===== config.mk =====
export PLATFORM = sky130hd
export DESIGN_NAME = gate_counter
export DESIGN_NICKNAME = d
export VERILOG_FILES = /design/src/rtl/gate_counter_pkg.sv /design/src/rtl/gate_counter_input_debounce.sv /design/src/rtl/gate_counter.sv
export SDC_FILE = /design/constraint.sdc
export NUM_CORES = 1
export LEC_CHECK = 0
export BUFFER_PORTS_ARGS = -buffer_cell sky130_fd_sc_hd__buf_4
export CAP_MARGIN = 20
export CORE_UTILIZATION = 60
export CTS_BUF_LIST = sky130_fd_sc_hd__clkbuf_8
export DETAILED_ROUTE_END_ITERATION = 8
export PLACE_DENSITY_LB_ADDON = 0.08
export SYNTH_ARGS = -nofsm -noshare
export SYNTH_HDL_FRONTEND = slang
export SYNTH_HIERARCHICAL = 1
export SYNTH_SLANG_ARGS = --single-unit

===== constraint.sdc =====
create_clock -name CLK -period 3.5 [get_ports CLK]
set_clock_uncertainty 0.05 [all_clocks]
set_input_delay 0.175 -clock CLK [delete_from_list [all_inputs] [get_ports CLK]]
set_output_delay 0.175 -clock CLK [all_outputs]
set_load 0.01 [all_outputs]

===== src/rtl/gate_counter_pkg.sv =====
// gate_counter_pkg: shared FSM state and count-event encodings for gate_counter.
//   gate_state_t : direction-mode gate sequence states
//   event_t      : per-cycle count operation (NONE, INC, DEC, CLR)
package gate_counter_pkg;

    typedef enum logic [2:0] {
        IDLE,
        A_FIRST,
        B_FIRST,
        ENTERING,
        EXITING
    } gate_state_t;

    typedef enum logic [1:0] {
        NONE,
        INC,
        DEC,
        CLR
    } event_t;

endpackage


===== src/rtl/gate_counter_input_debounce.sv =====
// input_debounce: 2-flop synchronizer plus stable-level debouncer with rise pulse.
//   i_clk, i_rst_n : clock, asynchronous active-low reset
//   i_async        : raw asynchronous input
//   o_level        : debounced level, flips after DEBOUNCE_CYCLES stable cycles
//   o_rise         : one-cycle pulse in the cycle o_level goes high
module input_debounce #(
    parameter int DEBOUNCE_CYCLES = 1000000
) (
    input  logic i_clk,
    input  logic i_rst_n,
    input  logic i_async,
    output logic o_level,
    output logic o_rise
);
    localparam int CW = $clog2(DEBOUNCE_CYCLES + 1);
    logic [1:0]    r_sync;
    logic [CW-1:0] r_cnt;
    logic          r_level;
    logic          r_rise;
    logic          w_done;
    assign w_done  = (r_cnt == CW'(DEBOUNCE_CYCLES - 1));
    assign o_level = r_level;
    assign o_rise  = r_rise;
    // Counter tracks how long the synchronized input has disagreed with the debounced level.
    always_ff @(posedge i_clk or negedge i_rst_n) begin
        if (!i_rst_n) begin
            r_sync  <= '0;
            r_cnt   <= '0;
            r_level <= 1'b0;
            r_rise  <= 1'b0;
        end else begin
            r_sync <= {r_sync[0], i_async};
            r_rise <= 1'b0;
            if (r_sync[1] == r_level) begin
                r_cnt <= '0;
            end else if (w_done) begin
                r_level <= r_sync[1];
                r_rise  <= r_sync[1];
                r_cnt   <= '0;
            end else begin
                r_cnt <= r_cnt + CW'(1);
            end
        end
    end
endmodule


===== src/rtl/gate_counter.sv =====
// gate_counter: people counter driven by two light barriers, aux pulse lanes and buttons.
//   CLK, RST                : clock, asynchronous active-low reset
//   JB[3:0]                 : [0] barrier A, [1] barrier B, [3:2] auxiliary pulse lanes
//   switch                  : 0 = direction mode, 1 = tally mode
//   button_up/down/res      : manual +1, -1, clear
//   count, update, sat      : count value, change strobe, at-0-or-MAX_COUNT flag
// Optional: define GATE_COUNTER_TIMEOUT_EN to abort partial gate sequences after TIMEOUT_CYCLES.
module gate_counter
    import gate_counter_pkg::*;
#(
    parameter int WIDTH           = 8,
    parameter int MAX_COUNT       = 255,
    parameter int DEBOUNCE_CYCLES = 1000000,
    parameter int TIMEOUT_CYCLES  = 200000000
) (
    input  logic             CLK,
    input  logic             RST,
    input  logic [3:0]       JB,
    input  logic             switch,
    input  logic             button_up,
    input  logic             button_down,
    input  logic             button_res,
    output logic [WIDTH-1:0] count,
    output logic             update,
    output logic             sat
);
    if (MAX_COUNT > 2**WIDTH - 1 || MAX_COUNT < 1 || DEBOUNCE_CYCLES < 1 || TIMEOUT_CYCLES < 1) begin : g_bad_param
        $error("gate_counter: illegal parameter combination");
    end
    localparam logic [WIDTH-1:0] MAXW = WIDTH'(MAX_COUNT);
    // Lane order: JB[3:0], switch, up, down, res.
    logic [7:0]       w_raw;
    logic [7:0]       w_lvl;
    logic [7:0]       w_rise;
    logic             w_a;
    logic             w_b;
    logic             w_tally;
    logic             w_mode_chg;
    logic             w_timeout;
    logic             r_mode_prev;
    gate_state_t      r_state;
    gate_state_t      w_state_nxt;
    event_t           w_gate_ev;
    event_t           w_ev;
    logic [WIDTH-1:0] r_count;
    logic [WIDTH-1:0] w_count_nxt;
    logic             r_update;
    assign w_raw = {button_res, button_down, button_up, switch, JB};
    for (genvar g = 0; g < 8; g++) begin : g_deb
        input_debounce #(.DEBOUNCE_CYCLES(DEBOUNCE_CYCLES)) u_deb (
            .i_clk   (CLK),
            .i_rst_n (RST),
            .i_async (w_raw[g]),
            .o_level (w_lvl[g]),
            .o_rise  (w_rise[g])
        );
    end
    assign w_a        = w_lvl[0];
    assign w_b        = w_lvl[1];
    assign w_tally    = w_lvl[4];
    assign w_mode_chg = w_tally ^ r_mode_prev;
`ifdef GATE_COUNTER_TIMEOUT_EN
    localparam int TW = $clog2(TIMEOUT_CYCLES + 1);
    logic [TW-1:0] r_timer;
    // Timer counts cycles spent in the current non-IDLE state; restarts on every transition.
    assign w_timeout = (r_state != IDLE) && (r_timer == TW'(TIMEOUT_CYCLES - 1));
    always_ff @(posedge CLK or negedge RST) begin
        if (!RST) r_timer <= '0;
        else r_timer <= (w_state_nxt != r_state || r_state == IDLE) ? '0 : r_timer + TW'(1);
    end
`else
    assign w_timeout = 1'b0;
`endif
    always_comb begin
        w_state_nxt = r_state;
        w_gate_ev   = NONE;
        if (w_mode_chg || w_tally || w_timeout) begin
            w_state_nxt = IDLE;
        end else begin
            case (r_state)
                IDLE:     w_state_nxt = (w_a && !w_b) ? A_FIRST : (w_b && !w_a) ? B_FIRST : IDLE;
                A_FIRST:  w_state_nxt = w_b ? ENTERING : !w_a ? IDLE : A_FIRST;
                B_FIRST:  w_state_nxt = w_a ? EXITING : !w_b ? IDLE : B_FIRST;
                ENTERING: begin
                    w_state_nxt = (!w_a && !w_b) ? IDLE : ENTERING;
                    w_gate_ev   = (!w_a && !w_b) ? INC : NONE;
                end
                EXITING:  begin
                    w_state_nxt = (!w_a && !w_b) ? IDLE : EXITING;
                    w_gate_ev   = (!w_a && !w_b) ? DEC : NONE;
                end
                default:  w_state_nxt = IDLE;
            endcase
        end
        // Tally: any lane edge gives a single +1, however many lanes fire together.
        if (w_tally && |w_rise[3:0]) w_gate_ev = INC;
    end
    assign w_ev = w_rise[7] ? CLR :
                  (w_gate_ev != NONE) ? w_gate_ev :
                  w_rise[5] ? INC :
                  w_rise[6] ? DEC : NONE;
    assign w_count_nxt = (w_ev == CLR) ? '0 :
                         (w_ev == INC && r_count != MAXW) ? r_count + WIDTH'(1) :
                         (w_ev == DEC && r_count != '0) ? r_count - WIDTH'(1) : r_count;
    always_ff @(posedge CLK or negedge RST) begin
        if (!RST) begin
            r_state     <= IDLE;
            r_mode_prev <= 1'b0;
            r_count     <= '0;
            r_update    <= 1'b0;
        end else begin
            r_state     <= w_state_nxt;
            r_mode_prev <= w_tally;
            r_count     <= w_count_nxt;
            r_update    <= (w_count_nxt != r_count);
        end
    end
    assign count  = r_count;
    assign update = r_update;
    assign sat    = (r_count == '0) || (r_count == MAXW);
endmodule


# --- Word level (Yosys, flattened, before mapping) ---
# Cells that the tools add are included.
word_totals:
  mem_count: 0
  latch_bits: 0
  elab_cells: 155
  mem_bits_ro: 0
  mem_bits_rw: 0
  input_bits: 10
  ff_bits: 204
classes:
  reduce_logical: 23
  eq_ne: 26
  muxes: 52
  div_mod_pow: 0
  shifts: 0
  n_bitwise: 9
  order_cmp: 0
  n_mul: 0
  addsub: 10
op_table:
  columns: ["op", "n"]
  rows:
  - ["2-to-1 mux 20 bit", 16]
  - ["adder 20 x 1 -> 20 bit, second input constant", 8]
  - ["equality test 20 bit, second input constant", 8]
  - ["2-to-1 mux 2 bit", 12]
  - ["2-to-1 mux 8 bit", 3]
  - ["2-to-1 mux 1 bit", 16]
  - ["AND reduction 2 bit", 8]
  - ["case mux 3 bit (5 select lines)", 1]
  - ["2-to-1 mux 3 bit", 3]
  - ["adder 8 x 1 -> 8 bit, second input constant", 1]
  - ["equality test 1 bit", 8]
  - ["equality test 8 bit, second input constant", 1]
  - ["zero test 8 bit", 1]
  - ["inequality test 8 bit", 1]
  - ["inequality test 8 bit, second input constant", 1]
  - ["NOT 1 bit", 8]
  - ["nonzero test 8 bit", 1]
  - ["subtractor 8 x 1 -> 8 bit, second input constant", 1]
  - ["equality test 3 x 2 -> 1 bit, second input constant", 2]
  - ["logical AND 1 bit", 6]
  - ["equality test 2 bit, second input constant", 2]
  - ["case mux 2 bit (2 select lines)", 1]
  - ["OR reduction 4 bit", 1]
  - ["equality test 3 x 1 -> 1 bit, second input constant", 1]
  - ["other kinds (7)", 9]

# --- Depth between registers and ports, before layout ---
logic_depth:
  ltp_word: 15
  depth_mapped: 7

# --- Hierarchy ---
# The synthesis kept the hierarchy.
modules_own_cells:
  columns: ["mod", "n_inst", "cells_per_inst", "seq_area_each_um2", "area_per_inst_um2"]
  rows:
  - ["input_debounce at g_deb[0].u_deb ...", 7, 116, 600.6, 1136.1]
  - ["input_debounce at g_deb[2].u_deb", 1, 110, 600.6, 1137.3]
  - ["gate_counter", 1, 101, 325.3, 935.9]

# --- Least setup slack after synthesis ---
# No wires, ideal clock.
synth_path:
  path_type: "reg2reg"
  start: "register r_count[0], in the netlist count[0]"
  end: "register r_count[5], in the netlist count[5]"
  arrival_time_ns: 1.921
  path_stages_with_launch: 7
  t_required_ns: 3.330
  slack_ns: 1.409
  period_less_slack_ns: 2.091
  cell_sequence: "dfrtp_1 ha_1 nand3_1 nor3_1 nor4_4 or3_1 and3_1"
synth_between:
  elab_chain_cells: 5
synth_lines:
  columns: ["item", "line", "source"]
  rows:
  - ["from (decl)", "gate_counter.sv:45", "logic [WIDTH-1:0] r_count;"]
  - ["from (signal assigned)", "gate_counter.sv:114", "r_count <= w_count_nxt;"]
  - ["parallel branches: the longest is 3 deep, another holds subtractor 8 x 1 -> 8 bit", null, null]
  - ["2-to-1 mux 8 bit (*)", "gate_counter.sv:103", "(w_ev == INC && r_count != MAXW) ? r_count + WIDTH'(1) :"]
  - ["2-to-1 mux 8 bit (*)", "gate_counter.sv:102", "assign w_count_nxt = (w_ev == CLR) ? '0 :"]
  - ["via w_count_nxt[5]", "gate_counter.sv:46", "logic [WIDTH-1:0] w_count_nxt;"]
# Mark *: on every way through the listed nets, which the timed path passes.
# A chain may end at the register's enable or synchronous reset.

# --- Worst setup path in the final report ---
layout_path:
  start: "register r_count[0], in the netlist count[0]"
  end: "output port sat"
layout_between:
  elab_chain_cells: 2
layout_lines:
  columns: ["item", "line", "source"]
  rows:
  - ["equality test 8 bit or zero test 8 bit (tied branches)", "gate_counter.sv:120", "assign sat = (r_count == '0) || (r_count == MAXW);"]
  - ["logical OR 1 bit (*)", "gate_counter.sv:120", null]
  - ["to (decl)", "gate_counter.sv:25", "output logic sat"]
# Every way passes the cells marked *; elsewhere a longest branch is shown, timed or not.

==> flow_summary_export.csv <==
group,metric,value,unit
outcome,outcome,"complete, no violations",
die,fp.dieH,131,um
layout,final_area,11200,um2
clocking,cts_max_level,2,
min_path,hp-class,"input pin to register",
critical_path,cp.arrival,2240,ps
yosys,synthCells,1021,
yosys,syn_area_per_cell,9.79,um2
critical_path,crit_fanout,8,
detailed_routing,viasPerCell,5.66,
die,die_area,17200,um2
clocking,clkLatencyLatePin,520,ps
critical_path,crit_chain,"ha_1 -> nand3_1 -> nor3_1 -> a31o_2 -> buf_4",
place,dpl_cell_area,10300,um2
detailed_routing,dr.pass1.iters,4,
yosys,ys_warn_count,6,
layout,layout_commonest_cell,"dfrtp_1",
critical_path,critical_path.startpoint_type,"register",
global_route,grt_use_total,0.231,
power,cellLeakagePower,4.59,nW
min_path,hold_end,"g_deb[7].u_deb/r_sync[0]",
critical_path,critPathBufInv,1,
layout,final_cell_mix,"dfrtp_1 (204), nor2_1 (134), nand3_1 (65), a21oi_1 (63), inv_1 (62)",
layout,nNetsFinal,1079,
global_route,grt_pass1_wl,31.7,mm
critical_path,cp_slowest_cell,"nor3_1",
detailed_routing,vias,7346,
global_route,gr-total-overflow,0,
layout,synthToLayoutAreaGrowth,12.1,%
critical_path,end_kind,"output pin",
die,start_util,0.622,
timing,max_freq,405,MHz
detailed_routing,totalWireLength,18.5,mm
clocking,cts_resized,0,
timing,min_period_over_period,0.705,
critical_path,reg2reg_from,"g_deb[1].u_deb/o_rise",
timing,worst_slew_pin_slew,799,ps
detailed_routing,wl_per_cell,14.3,um
detailed_routing,ant_nets,0,
global_route,antenna_found_initial,0,
critical_path,r2r-end,"count[6]",
detailed_routing,drtIter0Drc,383,
clocking,root_buffer,"clkbuf_8",
min_path,holdPathStages,2,
critical_path,path_delay_family,"simple AND/OR/NAND/NOR gates",
critical_path,required,3270,ps
die,num_io_pins,20,
place,gp_congestion,0.821,
die,rows,46,
yosys,synth_nets,1042,
clocking,cts_tree,"done",
global_route,grt_pass1_vias,7046,
timing,slew_violations,0,
critical_path,reg2reg_slack,1200,ps
timing,hold_viol,0,
run,maxCapViolCount,0,
critical_path,reg2reg_depth,5,
yosys,syn_area,9990,um2
clocking,cts_buffers,37,
detailed_routing,drc,0,
critical_path,crit_type,"register to output pin",
clocking,clk_pin_slew,60,ps
critical_path,cp_num_cells,5,
timing,holdWs,256,ps
clocking,clock-sinks,204,
power,power_density,437,nW/um2
timing,fin_crit,2470,ps
die,die_x,131,um
die,design.core.area,16100,um2
min_path,min_from,"button_res",
timing,max_slew_margin,0.464,
global_route,grt_max_degree,103,
timing,rsz0062_at_grt,"no",
place,dpl.hpwl,12.2,mm
power,ir_drop,0.351,mV
place,port_buffers,19,
critical_path,max_stage_delay,590,ps
timing,setup_tns,0,ps
clocking,cts.path.max_buffers,3,
timing,setup_viol,0,
layout,drive_gt1_frac,0.139,
layout,n_antenna_cell,0,
what timing repair did:
item                      CTS  global route
setup buffers               0             0
hold endpoints to repair  107             0
hold buffers                9             0
cell type report:
type	count	area (um2)
Clock buffer	48	661
Clock inverter	16	126
Fill cell	1249	4860
Inverter	55	206
Multi-Input combinational cell	722	4500
Sequential cell	204	5100
Tap cell	216	270
Timing Repair Buffer	38	327
power by group:
part / internal [mW] / leakage [nW] / switching, mW
clock network: 1.37 / 0.431 / 0.947
logic: 0.0476 / 1.37 / 0.0991
registers: 2.39 / 2.79 / 0.0318
per-layer routing:
metal	vias up	routed length (um)	GRT usage	share of wire
met5	-	0	0	0
met4	0	279	0.0771	0.015
met3	25	655	0.0450	0.035
met2	97	8900	0.382	0.48
met1	3540	8690	0.309	0.47
li1	3684	-	-	-
how the worst max path moves through the flow:
stage	from	end	slack, ps
2_1_floorplan	count[0]	count[5]	1410
6_report	count[0]	sat	1030
3_3_place_gp	g_deb[1].u_deb/o_rise	count[6]	1320
5_1_grt	count[0]	sat	880
3_5_place_dp	g_deb[1].u_deb/o_rise	count[6]	1240
4_1_cts	count[0]	sat	990
state kept, by name, indices dropped and copies added (netlist names):
signal	count
g_deb.u_deb/r_cnt	160
g_deb.u_deb/r_sync	16
count	8
g_deb.u_deb/o_level	8
g_deb.u_deb/o_rise	7
r_state	3
r_mode_prev	1
update	1
per-stage QoR:
stage / power (mW) / util / setup slack (ps) / std cells
floorplan: 2.52 / - / 1410 / 1021
global route: 5.11 / 0.697 / 877 / 1299
detailed placement: 2.61 / 0.643 / 1240 / 1226
finish: 4.89 / 0.697 / 1030 / 1299
global placement: 2.61 / 0.643 / 1320 / 1226
CTS: 4.97 / 0.697 / 994 / 1299
Power figures use the tool's default switching activity.
